===== src/rtl/fifo_sched_pkg.sv =====
// Shared defaults and read-side state encoding for the FIFO port scheduler.
package fifo_sched_pkg;

    localparam int DW_DEF    = 8;
    localparam int N_REQ_DEF = 4;

    // Output-buffer occupancy values
    localparam logic [1:0] OCC_EMPTY = 2'd0;
    localparam logic [1:0] OCC_ONE   = 2'd1;
    localparam logic [1:0] OCC_TWO   = 2'd2;

    typedef enum logic [2:0] {
        RD_EMPTY,
        RD_FETCH,
        RD_ONE,
        RD_ONE_F,
        RD_TWO,
        RD_ILLEGAL
    } rd_state_e;

    // Names the implicit read state carried by (occupancy, read pending).
    function automatic rd_state_e rd_state(input logic [1:0] occ, input logic pend);
        case ({occ, pend})
            {OCC_EMPTY, 1'b0}: return RD_EMPTY;
            {OCC_EMPTY, 1'b1}: return RD_FETCH;
            {OCC_ONE,   1'b0}: return RD_ONE;
            {OCC_ONE,   1'b1}: return RD_ONE_F;
            {OCC_TWO,   1'b0}: return RD_TWO;
            default:           return RD_ILLEGAL;
        endcase
    endfunction

endpackage


===== src/rtl/rr_arbiter.sv =====
// Round-robin search: first asserted request at or after ptr_i, wrapping, wins.
module rr_arbiter
    import fifo_sched_pkg::*;
#(
    parameter int N_REQ = N_REQ_DEF,
    parameter int PW    = (N_REQ > 1) ? $clog2(N_REQ) : 1
) (
    input  logic [N_REQ-1:0] req_i,
    input  logic [PW-1:0]    ptr_i,
    input  logic             en_i,
    output logic [N_REQ-1:0] gnt_o,
    output logic [PW-1:0]    idx_o
);

    localparam logic [PW:0] NREQ_W = (PW+1)'(N_REQ);

    always_comb begin
        logic          found;
        logic [PW:0]   sum;
        logic [PW-1:0] cand;
        gnt_o = '0;
        idx_o = '0;
        found = 1'b0;
        sum   = '0;
        cand  = '0;
        for (int off = 0; off < N_REQ; off++) begin
            sum = {1'b0, ptr_i} + (PW+1)'(off);
            if (sum >= NREQ_W) begin
                sum = sum - NREQ_W;
            end
            cand = sum[PW-1:0];
            if (en_i && !found && req_i[cand]) begin
                gnt_o[cand] = 1'b1;
                idx_o       = cand;
                found       = 1'b1;
            end
        end
    end

endmodule


===== src/rtl/fifo_port_sched.sv =====
// Shares the FIFO write port among producers round-robin and turns the
// registered FIFO read port into a full-rate valid/ready stream.
module fifo_port_sched
    import fifo_sched_pkg::*;
#(
    parameter int N_REQ = N_REQ_DEF,
    parameter int DW    = DW_DEF
) (
    input  logic                clk,
    input  logic                rst,
    input  logic [N_REQ-1:0]    req,
    input  logic [N_REQ*DW-1:0] req_data,
    output logic [N_REQ-1:0]    gnt,
    output logic                fifo_wr_en,
    output logic [DW-1:0]       fifo_din,
    input  logic                fifo_full,
    output logic                fifo_rd_en,
    input  logic [DW-1:0]       fifo_dout,
    input  logic                fifo_empty,
    output logic                m_valid,
    output logic [DW-1:0]       m_data,
    input  logic                m_ready
);

    localparam int            PW       = (N_REQ > 1) ? $clog2(N_REQ) : 1;
    localparam logic [PW-1:0] LAST_IDX = PW'(N_REQ - 1);

    logic             arb_en;
    logic [PW-1:0]    win_idx;
    logic [PW-1:0]    rr_ptr_q, rr_ptr_d;

    logic [1:0]       occ_q, occ_d;
    logic             rd_pend_q, rd_pend_d;
    logic [DW-1:0]    ob0_q, ob0_d;
    logic [DW-1:0]    ob1_q, ob1_d;
    logic             pop;
    logic [1:0]       occ_after_pop;
    logic [1:0]       fill;

    // Grants are gated by reset too, so nothing is written while rst is low.
    assign arb_en = rst & ~fifo_full;

    rr_arbiter #(
        .N_REQ (N_REQ),
        .PW    (PW)
    ) u_arb (
        .req_i (req),
        .ptr_i (rr_ptr_q),
        .en_i  (arb_en),
        .gnt_o (gnt),
        .idx_o (win_idx)
    );

    assign fifo_wr_en = |gnt;

    always_comb begin
        fifo_din = '0;
        if (fifo_wr_en) begin
            fifo_din = req_data[int'(win_idx)*DW +: DW];
        end
    end

    always_comb begin
        rr_ptr_d = rr_ptr_q;
        if (fifo_wr_en) begin
            rr_ptr_d = (win_idx == LAST_IDX) ? '0 : win_idx + PW'(1);
        end
    end

    assign m_valid       = (occ_q != OCC_EMPTY);
    assign m_data        = ob0_q;
    assign pop           = m_valid & m_ready;
    assign occ_after_pop = occ_q - {1'b0, pop};
    // Slots committed after this edge: surviving words plus the one in flight.
    assign fill          = occ_after_pop + {1'b0, rd_pend_q};
    assign fifo_rd_en    = rst & ~fifo_empty & (fill < OCC_TWO);

    always_comb begin
        ob0_d     = ob0_q;
        ob1_d     = ob1_q;
        occ_d     = fill;
        rd_pend_d = fifo_rd_en;
        if (pop) begin
            ob0_d = ob1_q;
        end
        if (rd_pend_q) begin
            if (occ_after_pop == OCC_EMPTY) begin
                ob0_d = fifo_dout;
            end else begin
                ob1_d = fifo_dout;
            end
        end
    end

    always_ff @(posedge clk or negedge rst) begin
        if (!rst) begin
            rr_ptr_q  <= '0;
            occ_q     <= OCC_EMPTY;
            rd_pend_q <= 1'b0;
            ob0_q     <= '0;
            ob1_q     <= '0;
        end else begin
            rr_ptr_q  <= rr_ptr_d;
            occ_q     <= occ_d;
            rd_pend_q <= rd_pend_d;
            ob0_q     <= ob0_d;
            ob1_q     <= ob1_d;
        end
    end

    a_no_two_with_pend: assert property (@(posedge clk) disable iff (!rst)
        rd_state(occ_q, rd_pend_q) != RD_ILLEGAL);

endmodule


===== config.mk =====
export PLATFORM = sky130hd
export DESIGN_NAME = fifo_port_sched
export DESIGN_NICKNAME = d
export VERILOG_FILES = /design/src/rtl/fifo_sched_pkg.sv /design/src/rtl/rr_arbiter.sv /design/src/rtl/fifo_port_sched.sv
export SDC_FILE = /design/constraint.sdc
export NUM_CORES = 1
export LEC_CHECK = 0
export CORE_ASPECT_RATIO = 1.2
export CORE_MARGIN = 2
export CORE_UTILIZATION = 41
export DETAILED_ROUTE_END_ITERATION = 16
export GPL_TIMING_DRIVEN = 0
export PLACE_DENSITY = 0.8
export SYNTH_ARGS = -nofsm -noshare
export SYNTH_HDL_FRONTEND = slang
export SYNTH_HIERARCHICAL = 1
export SYNTH_SLANG_ARGS = --single-unit

===== constraint.sdc =====
create_clock -name clk -period 4 [get_ports clk]
set_input_delay 0.6 -clock clk [delete_from_list [all_inputs] [get_ports clk]]
set_output_delay 0.6 -clock clk [all_outputs]
set_load 0.01 [all_outputs]

# Yosys cells after proc, flatten, opt, wreduce, memory -nomap -nowiden

Cells that the tools add are included.

Reduce and logical (&&, ||, !) cells: 18
Div/mod/pow operators: 0
Equal/unequal tests: 1
$lt $le $gt $ge: 13
Bitwise logic cells: 10
Shifts and indexed selects: 1
Muxes and demuxes: 36
$add $sub $neg: 10
Multipliers: 0

Operators by type and width:

| cell                  | count |
|---|---|
| $mux W8               | 4 |
| $shiftx A32 B6 Y8     | 1 |
| $mux W2               | 9 |
| $mux W4               | 4 |
| $lt A2 B3 Y1 const B  | 4 |
| $or A4 B4 Y4          | 3 |
| $logic_and A1 B1 Y1   | 11 |
| $mux W1               | 11 |
| $ge A3 B3 Y1 const B  | 3 |
| $bmux W1 S2           | 4 |
| $demux W1 S2          | 4 |
| $ge A2 B1 Y1 const B  | 4 |
| $sub A2 B1 Y2 const B | 4 |
| $add A2 B2 Y3 const B | 2 |
| $and A1 B1 Y1         | 4 |
| $reduce_or A4 Y1      | 1 |
| $add A2 B1 Y3 const B | 1 |
| $ge A2 B3 Y1 const B  | 1 |
| $logic_not A1 Y1      | 3 |
| $not A1 Y1            | 3 |
| $add A2 B1 Y2         | 1 |
| $add A2 B1 Y2 const B | 1 |
| $eq A2 B2 Y1 const B  | 1 |
| $logic_not A2 Y1      | 1 |
| other kinds (4)       | 4 |

Bits in writable memories: 0
Logic and storage cells: 94
Bits in registers: 21
Memories kept: 0
Bits in latches: 0
Memory bits (read-only): 0

# Longest topological paths before layout

Gate-level depths: netlist (run 1).

Word-level depth: 20
Mapped depth: 12
Mapped depth without buffers: 9

# Modules after synthesis

The synthesis (run 1) kept the hierarchy.

By module, submodules not included:

| module          | instances | sequential area each (sq um) | cells an instance | area an instance (sq um) |
|---|---|---|---|---|
| fifo_port_sched | 1         | 525.5                        | 100               | 1,194.9 |
| rr_arbiter      | 1         | 0.0                          | 74                | 604.3 |

# Worst setup path before layout (run 1)

No wires, ideal clock.

Kind: register -> output
Start: register rr_ptr_q[0]
End: output port fifo_din[0]
Stages on the path, launching flop included: 12
Buffers on the path: 3
Data arrival time: 3.029 ns
Path slack: 0.371 ns
Cell sequence: dfrtp_1 buf_4 inv_2 ha_1 buf_6 mux4_2 nand4_1 o31ai_1 nor3_1 buf_6 mux4_2 nor2b_1

Word-level cells in the longest chain between the ends: 20
Elaborated cells between the ends (all ways): 70

Ends and longest elaborated chain:

| what                                                 | RTL line                           | RTL |
|---|---|---|
| start: declaration                                   | fifo_port_sched.sv:30              | `logic [PW-1:0] rr_ptr_q, rr_ptr_d;` |
| start signal: assignment                             | fifo_port_sched.sv:103             | `rr_ptr_q <= rr_ptr_d;` |
| $ge A2 B3 Y1 / $sub A2 B1 Y2 (equally long branches) | rr_arbiter.sv:28, rr_arbiter.sv:29 |  |
| $mux W2                                              | rr_arbiter.sv:28                   | `if (sum >= NREQ_W) begin` |
| $bmux W1 S2                                          | rr_arbiter.sv:32                   | `if (en_i && !found && req_i[cand]) begin` |
| $mux W1 (not written as such)                        | rr_arbiter.sv:32                   |  |
| $logic_and A1 B1 Y1                                  | rr_arbiter.sv:32                   |  |
| $mux W1                                              | rr_arbiter.sv:32                   |  |
| $logic_not A1 Y1                                     | rr_arbiter.sv:32                   |  |
| $logic_and A1 B1 Y1 (2 in series)                    | rr_arbiter.sv:32                   |  |
| (+2 left out)                                        | n/a                                |  |
| $logic_and A1 B1 Y1 (2 in series)                    | rr_arbiter.sv:32                   |  |
| $mux W1                                              | rr_arbiter.sv:32                   |  |
| $logic_not A1 Y1                                     | rr_arbiter.sv:32                   |  |
| $logic_and A1 B1 Y1 (2 in series)                    | rr_arbiter.sv:32                   |  |
| $mux W2 (*)                                          | rr_arbiter.sv:32                   |  |
| via win_idx[0]                                       | fifo_port_sched.sv:29              | `logic [PW-1:0] win_idx;` |
| $shiftx A32 B6 Y8 (*)                                | fifo_port_sched.sv:59              | `fifo_din = req_data[int'(win_idx)*DW +: DW];` |
| $mux W8 (*)                                          | fifo_port_sched.sv:58              | `if (fifo_wr_en) begin` |
| end: declaration                                     | fifo_port_sched.sv:15              | `output logic [DW-1:0] fifo_din,` |

The timed path passes the listed nets; every way through them passes the cells marked *. The select of a mux whose other input is x is not followed.

# Worst setup path after layout (run 1)

Start: register rr_ptr_q[0]
End: output port fifo_din[1]

The elaborated chain is that of the path after synthesis.

==> results.toml, run 1 <==
[pwr]
p_leak_uw = 0.00122
power_density_nw_per_um2 = 622
peakVddDrop_mv = 0.378
report.power.total_uw = 1740

[critical_path]
startpoint_type = "flip-flop"
worst-r2r-cell-count = 11
worstPathCellList = "inv_6, ha_4, buf_6, mux4_2, nand4_1, o31ai_4, nor3_4, buf_6, mux4_2, nor2b_4, dlygate4sd2_1"
crit_path_end_kind = "output pin"
crit_path_max_incr_delay_ns = 0.56
path_class = "reg2out"
crit_fanout = 7
crit_slowest_cell = "mux4_2"
arrival_ns = 3.25
timing.rr.start = "rr_ptr_q[0]"
r2r-end = "rr_ptr_q[1]"
crit_required_ns = 3.40
rrSetupSlack_ns = 0.96

[clock_network]
root_buffer = "clkbuf_8"
cts_sinks = 21
cts_tree = "yes"
cts_buffers = 3
clockBufferDepth = 2
cts.clk_slew.worst_paths_ns = 0.08
h-tree-depth = 1
worst_skew_pair.late_latency_ns = 0.26

[die]
pin_count = 72
core_um2 = 4230
die_area_um2 = 4940
die_y_um = 76.6
rows = 26
dieWidth_um = 64.5
start_util = 0.425

[job]
maxCapViolations = 0

[placement]
dp_hpwl_um = 3390
numPortBuffers = 69
place_ws_ns = -0.675
globalplace.congestion = 0.830

[global_routing]
grt_start_max_net_pins = 24
grt_overflow = 0
met1_usage = 0.245
grt_pass1_vias = 1675
globalRouteMet2Util = 0.335
grtUsageTotal = 0.196
global_route.usage.met3 = 0.0473
gr-max-usage-layer = "met2"
antenna_found_initial = 0
grt_first_pass_wirelength_um = 7800

[yosys]
ys_types = 47
postSynthCellCount = 174
synth.ff_latch_count = 21
synth_top_area_frac = 0.292
synthTopCellsByArea = "dfrtp_1, mux4_2, ha_1, mux2_2, nand2_1"
synth_area_um2 = 1800
syn-mean-instance-area_um2 = 10.3
yosysWarnings = 6
synth_fp_nets = 233
seq_area_frac_synth = 0.292
synth_largest_area_cell = "dfrtp_1"

[route]
vias = 1713
drt-initial-drc-count = 56
wirelength_um = 4760
ant_nets = 0
via_per_inst = 5.30
route.detailed.drc = 0
first_pass_iters = 6
routedWlPerCell_um = 14.7

[layout]
drive_gt1_frac = 0.303
finalNetCount = 327
fillers = 341
layout_commonest_cell = "clkdlybuf4s50_1"
area_growth_pct = 55.2
mostFrequentLayoutCells = "clkdlybuf4s50_1, nand2_1, buf_4, dfrtp_1, mux4_2"
n_antenna_cell = 0

[timing]
setup_ws_ns = 0.149
timing.hold.ws_ns = 0.413
slew_viol_final = 0
fin_skew_ns = 0.00246
finalCritPeriodShare = 0.963
relSlewSlack = 0.627
min_period_ns = 3.85
tightest_slew_ns = 0.560
rsz0062_at_grt = "false"
setup_viol = 0
hold_viol = 0
fmax_mhz = 260

[status]
status = "finished, final reports clean"

[min_path]
hp-class = "in2async"
==> critical path, delay by kind of cell, from the launching register on <==
family / cells / cell delay [ns]
adder cells (fa/ha/maj): 1 / 0.26
multiplexers: 2 / 1.05
AO/OA/AOI/OAI: 1 / 0.11
buffers and inverters: 4 / 0.59
AND/OR/NAND/NOR: 3 / 0.55
flip-flops: 1 / 0.43
==> report_power, final <==
group          internal (uW)  total, uW  switching [uW]  leakage [uW]
combinational            674       1210             535      0.000944
clock                   69.4        137            67.6     0.0000255
sequential               320        391            70.8      0.000253
==> how the worst max path moves through the flow <==
stage | startpoint | to | slack, ns | depth (start not counted)
floorplan | rr_ptr_q[0] | fifo_din[0] | 0.37 | 11
global placement | rst | fifo_din[7] | -0.62 | 9
detailed placement | rst | fifo_din[7] | -0.67 | 9
CTS | rr_ptr_q[0] | fifo_din[7] | 0.006 | 13
global route | req[1] | fifo_din[1] | 0.008 | 10
finish | rr_ptr_q[0] | fifo_din[1] | 0.15 | 11
==> stage by stage <==
step           utilization  cell area (um2)  std cells  setup TNS [ns]
3_5_place_dp         0.605             2560        299           -5.53
6_report             0.660             2790        323               0
2_1_floorplan            -             1800        174               0
4_1_cts              0.653             2760        320               0
5_1_grt              0.660             2790        323               0
3_3_place_gp         0.605             2560        299           -5.32
==> kinds of logic after synthesis <==
kind of cell / synth area share
fa+ha+maj: 0.0695
xor+xnor: 0.00974
compound gates: 0.124
buf+inv: 0.0730
flops: 0.292
simple gates: 0.208
mux: 0.223
==> flip-flops by register name, indices dropped and copies added, names as in the netlist <==
name       cells
m_data         8
ob1_q          8
occ_q          2
rd_pend_q      1
rr_ptr_q       2
==> Yosys cell counts (all sizes together) <==
master and instances:
or3 1, o311a 1, nor2 9, and4 4, nor4 2, dfrtp 21, or3b 1, nand2 25
o31ai 3, nor3 3, a211o 1, nand3 1, xnor2 2, a221o 4, mux2i 6, ha 10
o21a 1, or4 1, inv 7, or2 1, o2111ai 1, nor3b 1, o22ai 2, a21oi 1
o21ai 8, clkbuf 1, nand3b 1, buf 11, nor4bb 1, nor2b 11, a41o 1, nand4 1
mux2 10, nor4b 1, mux4 10, a31oi 8, and2 1
==> what timing repair did <==
item / in CTS / in global routing
hold buffers: 0 / 0
resized for setup: 27 / 12
setup buffers: 16 / 5
cloned: 1 / 0
setup endpoints to repair: 9 / 9
pin swaps: 3 / 5
==> metal layers <==
| metal | vias to the layer above | part of all wire |
|---|---|---|
| met5 | - | 0 |
| met4 | 0 | 0.0057 |
| met3 | 5 | 0.084 |
| met2 | 67 | 0.51 |
| met1 | 808 | 0.40 |
| li1 | 833 | - |
==> final cells by class <==
| type | count | area [um2] | area share |
|---|---|---|---|
| multi-input cells | 134 | 1180 | 0.422 |
| flip-flops and latches | 21 | 528 | 0.189 |
| clock buffers | 3 | 41.3 | 0.0148 |
| plain buffers | 11 | 96.3 | 0.0345 |
| well taps | 56 | 70.1 | 0.0251 |
| repair buffers | 90 | 836 | 0.299 |
| clock inverters | 1 | 5.00 | 0.00179 |
| inverters | 7 | 36.3 | 0.0130 |
No activity file was read; power rests on OpenSTA's default activity.
==> run 2: changes to the inputs <==
Settings changed: RECOVER_POWER set to 100.
==> results.toml, run 2 (synthesis gave the netlist of run 1 again) <==
[die]
rows = 26
pin_count = 72
die_area_um2 = 4940
dieWidth_um = 64.5
die_y_um = 76.6
start_util = 0.425
core_um2 = 4230

[pwr]
p_int_uw = 1030
p_clk_frac = 0.082
power_frac_seq = 0.227
switchingPower_uw = 666
pwr-share-comb = 0.691
p_leak_uw = 0.00123
power_density_nw_per_um2 = 613
switching_share = 0.392
peakVddDrop_mv = 0.370

[timing]
rsz0062_at_grt = "false"
setup_tns_ns = 0
relSlewSlack = 0.218
fmax_mhz = 258
min_period_ns = 3.87
slew_viol_final = 0
timing.hold.ws_ns = 0.410
hold_viol = 0
tightest_slew_ns = 1.16
fin_skew_ns = 0.000839
setup_viol = 0
finalCritPeriodShare = 0.968

[placement]
numPortBuffers = 69
dp_hpwl_um = 3390
globalplace.congestion = 0.830

[route]
vias = 1730
drt-initial-drc-count = 57
wirelength_um = 4790
ant_nets = 0
via_per_inst = 5.36
routedWlPerCell_um = 14.8
route.detailed.drc = 0
first_pass_iters = 4

[critical_path]
crit_fanout = 7
crit_required_ns = 3.40
crit_path_end_kind = "output pin"
critPathTopFamily = "multiplexers"
arrival_ns = 3.27
crit_slowest_cell = "mux4_2"
path_buf_inv = 5
startpoint_type = "flip-flop"
path_class = "reg2out"
worstPathCellList = "inv_6, ha_4, buf_6, mux4_2, clkbuf_4, o31ai_2, nor3_4, buf_6, mux4_2, nor2b_4, dlygate4sd2_1"
crit_path_max_incr_delay_ns = 0.56

[clock_network]
h-tree-depth = 1
cts_buffers = 3
root_buffer = "clkbuf_8"
cts_tree = "yes"
cts.clk_slew.worst_paths_ns = 0.08
cts_sinks = 21
cts_hold_buffers = 0
worst_skew_pair.late_latency_ns = 0.26
clockBufferDepth = 2

[layout]
final_util = 0.655
finalNetCount = 327
n_antenna_cell = 0
area_growth_pct = 54.0
mostFrequentLayoutCells = "clkdlybuf4s50_1, nand2_1, dfrtp_1, buf_4, dlygate4sd3_1"
drive_gt1_frac = 0.292
layout_commonest_cell = "clkdlybuf4s50_1"

[global_routing]
grt_overflow = 0
grt_first_pass_wirelength_um = 7800
grt_pass1_vias = 1675
grt_start_max_net_pins = 24
antenna_found_initial = 0
grtUsageTotal = 0.196

[status]
status = "finished, final reports clean"

[min_path]
hp-class = "in2async"

[job]
maxCapViolations = 0
## run 2: cell types whose count changed in the layout (fill, tap and decap cells not counted)
cell / delta
clkbuf_1: +1
o21ai_2: -1
o21ai_0: +1
buf_4: -4
nand3b_1: +1
clkbuf_2: +1
clkdlybuf4s50_1: -13
nand3b_2: -1
dlygate4sd3_1: +13
o31ai_4: -1
clkbuf_4: +2
o31ai_2: +1
## run 2: area by class of cell
class | instances | area, um2
fill | 348 | 1460
multi-input combinational | 134 | 1160
timing repair buffer | 90 | 833
sequential | 21 | 528
buffer | 11 | 92.6
tap | 56 | 70.1
clock buffer | 3 | 41.3
inverter | 7 | 36.3
clock inverter | 1 | 5.00
## run 2: final timing paths
| path | from | to | slack [ns] | cells past startpoint |
|---|---|---|---|---|
| setup / recovery | rr_ptr_q[0] | fifo_din[1] | 0.13 | 11 |
| hold / removal | rst | ob1_q[2] | 0.41 | 1 |
| hold reg to reg | ob1_q[3] | ob1_q[3] | 0.51 | 1 |
| min in group clk | ob1_q[3] | ob1_q[3] | 0.51 | 1 |
| setup reg to reg | rr_ptr_q[0] | rr_ptr_q[1] | 0.96 | 11 |
| max in group asynchronous | rst | rr_ptr_q[1] | 3.19 | 1 |
## run 2: layer usage
metal  track usage  share of wire  vias up
met5             0              0        -
met4        0.0511         0.0056        0
met3        0.0473          0.083        4
met2         0.335           0.51       71
met1         0.245           0.40      823
li1              -              -      832
## run 2: power groups by stage
stage	registers [uW]	logic [uW]	clock network, uW
2_1_floorplan	403	637	0
3_3_place_gp	399	973	0
3_5_place_dp	404	998	0
4_1_cts	384	1140	142
5_1_grt	398	1270	154
6_report	386	1170	139
## run 2: what timing repair did
| action | 4_1_cts | 5_1_grt |
|---|---|---|
| pin swaps | 3 | 5 |
| buffers inserted | 16 | 5 |
| cloned | 1 | 0 |
| gates resized for setup | 27 | 12 |
| endpoints found under the setup margin | 9 | 9 |
## run 2: stage by stage
step           setup slack, ns  cell area (um2)  std cells  power, uW
4_1_cts                0.00586             2760        320       1660
6_report                 0.127             2770        323       1700
3_5_place_dp            -0.675             2560        299       1400
3_3_place_gp            -0.618             2560        299       1370
2_1_floorplan            0.371             1800        174       1040
5_1_grt                0.00639             2770        323       1820
